`config.mk`:
```
export PLATFORM = sky130hd
export DESIGN_NAME = cis_line_capture
export DESIGN_NICKNAME = d
export VERILOG_FILES = /design/src/rtl/cis_line_capture.sv
export SDC_FILE = /design/constraint.sdc
export NUM_CORES = 1
export LEC_CHECK = 0
export CAP_MARGIN = 25
export CORE_MARGIN = 5
export CORE_UTILIZATION = 59
export DETAILED_ROUTE_END_ITERATION = 16
export HOLD_SLACK_MARGIN = 0.05
export PLACE_DENSITY = 0.86
export SLEW_MARGIN = 20
export SYNTH_ARGS = -nofsm -noshare
export SYNTH_HDL_FRONTEND = slang
export SYNTH_SLANG_ARGS = --single-unit
```
`constraint.sdc`:
```
create_clock -name adc_clk -period 5.3 [get_ports adc_clk]
set_input_delay 0.53 -clock adc_clk [delete_from_list [all_inputs] [get_ports adc_clk]]
set_output_delay 0.53 -clock adc_clk [all_outputs]
set_load 0.02 [all_outputs]
```
`src/rtl/cis_line_capture.sv`:
```
// rtl/cis_line_capture.sv - CIS start-pulse generator and ADC byte-to-pixel line capture
module cis_line_capture #(
    parameter int SP_WIDTH  = 4,
    parameter int DUMMY_PIX = 2,
    parameter int PIXELS    = 8
) (
    input  logic        adc_clk,
    input  logic        reset,
    input  logic        init_done,
    input  logic        start_cis,
    input  logic [15:0] sp_para,
    input  logic [7:0]  ad_data,
    input  logic        pix_ready,
    output logic        cis_sp,
    output logic [15:0] pix_data,
    output logic        pix_valid,
    output logic        pix_last,
    output logic        line_start,
    output logic        line_done,
    output logic [15:0] line_count,
    output logic        overrun
);

    // Shortest line that still fits SP, the dummy pixels and every active pixel.
    localparam logic [15:0] MIN_PERIOD = 16'(SP_WIDTH + 2 * (DUMMY_PIX + PIXELS));
    // line_cnt value of the final cycle of SP and of DUMMY respectively.
    localparam logic [15:0] SP_END     = 16'(SP_WIDTH - 1);
    localparam logic [15:0] DUMMY_END  = 16'(SP_WIDTH + 2 * DUMMY_PIX - 1);
    localparam logic [11:0] LAST_IDX   = 12'(PIXELS - 1);

    typedef enum logic [2:0] {
        IDLE  = 3'd0,
        SP    = 3'd1,
        DUMMY = 3'd2,
        CAPT  = 3'd3,
        GAP   = 3'd4
    } state_t;

    state_t      state;
    state_t      state_nx;
    logic        enter_sp;

    logic [15:0] period;
    logic [15:0] period_req;
    logic [15:0] line_cnt;
    logic        phase;
    logic [11:0] pix_idx;
    logic [7:0]  hi_byte;

    logic        run_ok;
    logic        line_end;
    logic        pix_event;
    logic        last_pix;

    assign run_ok     = start_cis && init_done;
    // sp_para below the minimum (including 0) is stretched to the minimum.
    assign period_req = (sp_para < MIN_PERIOD) ? MIN_PERIOD : sp_para;
    // Only reachable from CAPT (last cycle, when period is minimal) or GAP.
    assign line_end   = ((state == CAPT) || (state == GAP)) && (line_cnt == period - 16'd1);
    assign pix_event  = (state == CAPT) && phase;
    assign last_pix   = pix_event && (pix_idx == LAST_IDX);

    // State register.
    always_ff @(posedge adc_clk or posedge reset) begin
        if (reset) begin
            state <= IDLE;
        end else begin
            state <= state_nx;
        end
    end

    // Next-state logic; start_cis/init_done are only looked at in IDLE and at line end.
    always_comb begin
        state_nx = state;
        enter_sp = 1'b0;
        case (state)
            IDLE: begin
                if (run_ok) begin
                    state_nx = SP;
                    enter_sp = 1'b1;
                end
            end
            SP: begin
                if (line_cnt == SP_END) begin
                    state_nx = (DUMMY_PIX == 0) ? CAPT : DUMMY;
                end
            end
            DUMMY: begin
                if (line_cnt == DUMMY_END) begin
                    state_nx = CAPT;
                end
            end
            CAPT: begin
                if (last_pix) begin
                    if (line_end) begin
                        state_nx = run_ok ? SP : IDLE;
                        enter_sp = run_ok;
                    end else begin
                        state_nx = GAP;
                    end
                end
            end
            GAP: begin
                if (line_end) begin
                    state_nx = run_ok ? SP : IDLE;
                    enter_sp = run_ok;
                end
            end
            default: begin
                state_nx = IDLE;
            end
        endcase
    end

    // Line timing: period latched and cycle counter restarted on every SP entry.
    always_ff @(posedge adc_clk or posedge reset) begin
        if (reset) begin
            period   <= 16'd0;
            line_cnt <= 16'd0;
        end else if (enter_sp) begin
            period   <= period_req;
            line_cnt <= 16'd0;
        end else if (state != IDLE) begin
            line_cnt <= line_cnt + 16'd1;
        end
    end

    // Byte demux: phase 0 holds the high byte, phase 1 completes the pixel.
    always_ff @(posedge adc_clk or posedge reset) begin
        if (reset) begin
            phase   <= 1'b0;
            pix_idx <= 12'd0;
            hi_byte <= 8'd0;
        end else if (enter_sp) begin
            phase   <= 1'b0;
            pix_idx <= 12'd0;
        end else if (state == CAPT) begin
            phase <= ~phase;
            if (!phase) begin
                hi_byte <= ad_data;
            end else begin
                pix_idx <= pix_idx + 12'd1;
            end
        end
    end

    // Registered strobes: cis_sp mirrors the SP state, line_start marks SP entry.
    always_ff @(posedge adc_clk or posedge reset) begin
        if (reset) begin
            cis_sp     <= 1'b0;
            line_start <= 1'b0;
            line_done  <= 1'b0;
            line_count <= 16'd0;
        end else begin
            cis_sp     <= (state_nx == SP);
            line_start <= enter_sp;
            line_done  <= last_pix;
            if (last_pix) begin
                line_count <= line_count + 16'd1;
            end
        end
    end

    // One-entry output register; a pixel arriving while the held one is stalled is lost.
    always_ff @(posedge adc_clk or posedge reset) begin
        if (reset) begin
            pix_data  <= 16'd0;
            pix_valid <= 1'b0;
            pix_last  <= 1'b0;
        end else if (pix_event) begin
            if (!pix_valid || pix_ready) begin
                pix_data  <= {hi_byte, ad_data};
                pix_valid <= 1'b1;
                pix_last  <= (pix_idx == LAST_IDX);
            end
        end else if (pix_ready) begin
            pix_valid <= 1'b0;
        end
    end

    // Sticky overrun flag, cleared only when a fresh run starts from IDLE.
    always_ff @(posedge adc_clk or posedge reset) begin
        if (reset) begin
            overrun <= 1'b0;
        end else if ((state == IDLE) && enter_sp) begin
            overrun <= 1'b0;
        end else if (pix_event && pix_valid && !pix_ready) begin
            overrun <= 1'b1;
        end
    end

endmodule

```
==> results.tsv <==
stage	metric	value	unit
worst_setup_path	Worst Reg-to-Reg Cells	9	
synthesis	Mapped Area	0.004639	mm2
worst_setup_path	WP data arrival	4.13	ns
finish	multi-input gate area in the final layout	0.002165	mm2
timing	final worst-path cycle share	72.88	%
power_and_ir_drop	Total Power	0.002180	W
worst_setup_path	Max Fanout on Critical Path	30	
placed_design	Post-DP HPWL	7.079	mm
timing	fin crit period	3.863	ns
timing	relative slew slack	33.26	%
worst_setup_path	Startpoint Class	register	
finish	fin nets	520	
die	starting density of the core	60.35	%
clock_tree	CTS tree	yes	
synthesis	Top FF cell, synth	dfrtp_1	
clock_tree	clk slew on worst S/H paths	0.10	ns
synthesis	Post-synth EDFFs	0	
finish	ANT cells	0	
die	chip height	98.68	um
timing	unrepaired setup endpoints after global routing	false	
die	die width	98.68	um
worst_setup_path	CP endpoint kind	register	
clock_tree	setup bufs post-CTS	0	
timing	f_max	258.9	MHz
route	first-pass iteration count of the detailed router	5	
route	vias	3473	
synthesis	Avg Inst Size Synth	11.02	um2
global_route	number of global-route vias before repair	3511	
die	Rows	32	
worst_setup_path	required time of the worst setup path	5.57	ns
synthesis	Mapped Cells	421	
finish	leading cell type in the layout, fill and taps excluded	dfrtp_1	
synthesis	syn_nets	454	
outcome	result of the run	completed	
hold_path	worst hold path class	register to register	
worst_setup_path	crit path capture	period[8]$_DFFE_PP0N_	
global_route	wire length of the first global-routing pass	16.89	mm
route	drt wl/cell	16.72	um
synthesis	asr flop ratio synth	100.0	%
timing	Final setup violation count	0	
clock_tree	Root Buffer	clkbuf_8	
die	Die Area	0.009737	mm2
synthesis	Seq/Total Area, Yosys	50.70	%
worst_setup_path	worst r2r dst	period[8]$_DFFE_PP0N_	
global_route	global-route total usage across every layer	21.38	%
timing	skew final	0.009346	ns
finish	layout cells sized above 1	13.41	%
worst_setup_path	reg2reg setup slack	1.44	ns
synthesis	Cell variety after synth	53	
die	CORE AREA	0.007687	mm2
route	Iter 0 DRT Violations	213	
timing	worst hold slack	0.4765	ns
finish	fill cell count	534	
clock_tree	Sink Count	94	
timing	Hold Vio Cnt, Final	0	
finish	commonest cells after routing, fill and taps aside	dfrtp_1, clkdlybuf4s50_1, nor2_1	
placed_design	Place WS	1.531	ns
global_route	initial antenna violation count	0	
clock_tree	clock buffer depth	2	
timing	Worst Tran Pin Value	0.9987	ns
finish	register area	0.002352	mm2
route	Routed Antenna Nets	0	
worst_setup_path	launching point of the worst reg2reg path	period[0]$_DFFE_PP0N_	
clock_tree	clk_lat worst skew	0.38	ns
worst_setup_path	Crit. Startpoint	period[0]$_DFFE_PP0N_	
synthesis	Ys Warns	0	
power_and_ir_drop	static leakage	2.388	nW
clock_tree	TritonCTS Buffers	9	
route	final routed DRC violation total	0	
global_route	total congestion overflow	0	
route	Avg Vias per Cell	5.847	
finish	Layout area overhead	19.80	%
placed_design	Port Buffers	66	
die	# IOs	67	
clock_tree	CTS HTree Levels	3	
placed_design	RePlAce Congestion	0.8367	
run	# Max-Cap Violations	0	
clock_tree	post-CTS resize count	0	
route	WL final	9.931	mm
worst_setup_path	Crit Path Category	register to register	
power_and_ir_drop	VDD IR-drop max	247.1	uV
timing	setup TNS	0	ns
clock_tree	CTS Hold Bufs	0	
synthesis	flops & latches, synth	94	
timing	crit path setup slack, layout	1.437	ns
global_route	pin count of the biggest net entering global routing	49	
power_and_ir_drop	Pwr Density	392.2	mW/mm2
timing	Slew Limit Fails	0	
==> kinds of logic (layout without fill, tap and decap cells) <==
| kind of cell | after synthesis | count (layout) | share of synthesized area, % |
|---|---|---|---|
| XOR/XNOR | 59 | 59 | 11.14 |
| flip-flops | 94 | 94 | 50.70 |
| adder cells (fa/ha/maj) | 4 | 4 | 1.079 |
| AND/OR/NAND/NOR | 165 | 165 | 18.34 |
| AO/OA/AOI/OAI | 35 | 35 | 5.448 |
| multiplexers | 42 | 42 | 10.41 |
| buffers and inverters | 22 | 93 | 2.886 |
==> power breakdown <==
group          internal [W]  total (W)  switching [W]
clock network      0.000187   0.000481       0.000294
registers          0.000879    0.00106       0.000186
logic              0.000330   0.000634       0.000304
==> worst min path at each step <==
stage / from / slack (ns) / to / cells past startpoint
3_3_place_gp: line_count[15]$_DFFE_PP0P_ / 0.46 / line_count[15]$_DFFE_PP0P_ / 1
5_1_grt: line_count[15]$_DFFE_PP0P_ / 0.51 / line_count[15]$_DFFE_PP0P_ / 1
3_5_place_dp: line_count[15]$_DFFE_PP0P_ / 0.46 / line_count[15]$_DFFE_PP0P_ / 1
4_1_cts: line_count[15]$_DFFE_PP0P_ / 0.48 / line_count[15]$_DFFE_PP0P_ / 1
2_1_floorplan: hi_byte[0]$_DFFE_PP0P_ / 0.47 / hi_byte[0]$_DFFE_PP0P_ / 1
6_report: line_count[15]$_DFFE_PP0P_ / 0.48 / line_count[15]$_DFFE_PP0P_ / 1
==> routing by layer <==
metal  up-vias  track usage, %  part of all wire (%)
met4         0           8.088                   2.2
li1       1611               -                     -
met3        25           4.388                   4.8
met2       101           35.67                    52
met1      1736           27.61                    41
met5         -               0                     0
==> cells in the mapped netlist (2+ instances only) <==
cell type	n	area [um2]
a21boi_0	2	15.01
a21o_1	2	15.01
or4b_2	2	20.02
mux2i_1	4	40.04
nor3_1	8	40.04
nor2_1	50	187.7
and3_1	12	75.07
or2_2	3	18.77
o31ai_1	2	15.01
nand4_1	14	87.58
nand2_1	29	108.9
a211o_1	2	17.52
ha_1	4	50.05
mux2_2	34	382.9
nand3_1	13	65.06
dfrtp_1	94	2352
nor4_1	7	43.79
o21ai_0	5	25.02
a21oi_1	7	35.03
mux2_4	4	60.06
or3_1	5	31.28
nand2b_1	3	18.77
inv_1	7	26.28
a211oi_1	2	15.01
nand3b_1	5	37.54
xor2_1	30	262.8
buf_6	4	45.04
nand4b_1	2	17.52
a32oi_1	3	26.28
nor4b_1	2	17.52
xnor2_1	29	254.0
nor3b_1	3	22.52
clkbuf_1	7	26.28
and4_1	2	17.52
==> state kept, by name, summed over array words and instances (netlist names), 3 cells and up <==
name        cells
line_cnt       16
line_count     16
period         16
pix_data       16
pix_idx        12
hi_byte         8
state           3
==> metrics by stage <==
step	cell area [um2]	utilization, %	std cells
after floorplan	4639	-	421
after global placement	5359	69.71	578
after detailed placement	5359	69.71	578
after CTS	5558	72.30	594
after global routing	5558	72.30	594
final	5558	72.30	594
==> worst max-delay path: stages (launching register included) <==
cell and delay [ns]:
dfrtp_1 0.43, inv_1 0.09, ha_1 0.26, or4bb_1 0.52, a211oi_1 0.25, nand4_1 0.11
nor4_1 0.53, a41oi_1 0.28, a21boi_4 0.84, mux2_2 0.42
==> cell type report <==
class                           count  share of cell area (%)
Inverter                            8                  0.5628
Multi-Input combinational cell    305                   38.95
Timing Repair Buffer               69                   12.29
Clock inverter                      7                   1.351
Clock buffer                        9                   2.229
Sequential cell                    94                   42.32
Tap cell                          102                   2.296
(Power assumes the default switching activity.)
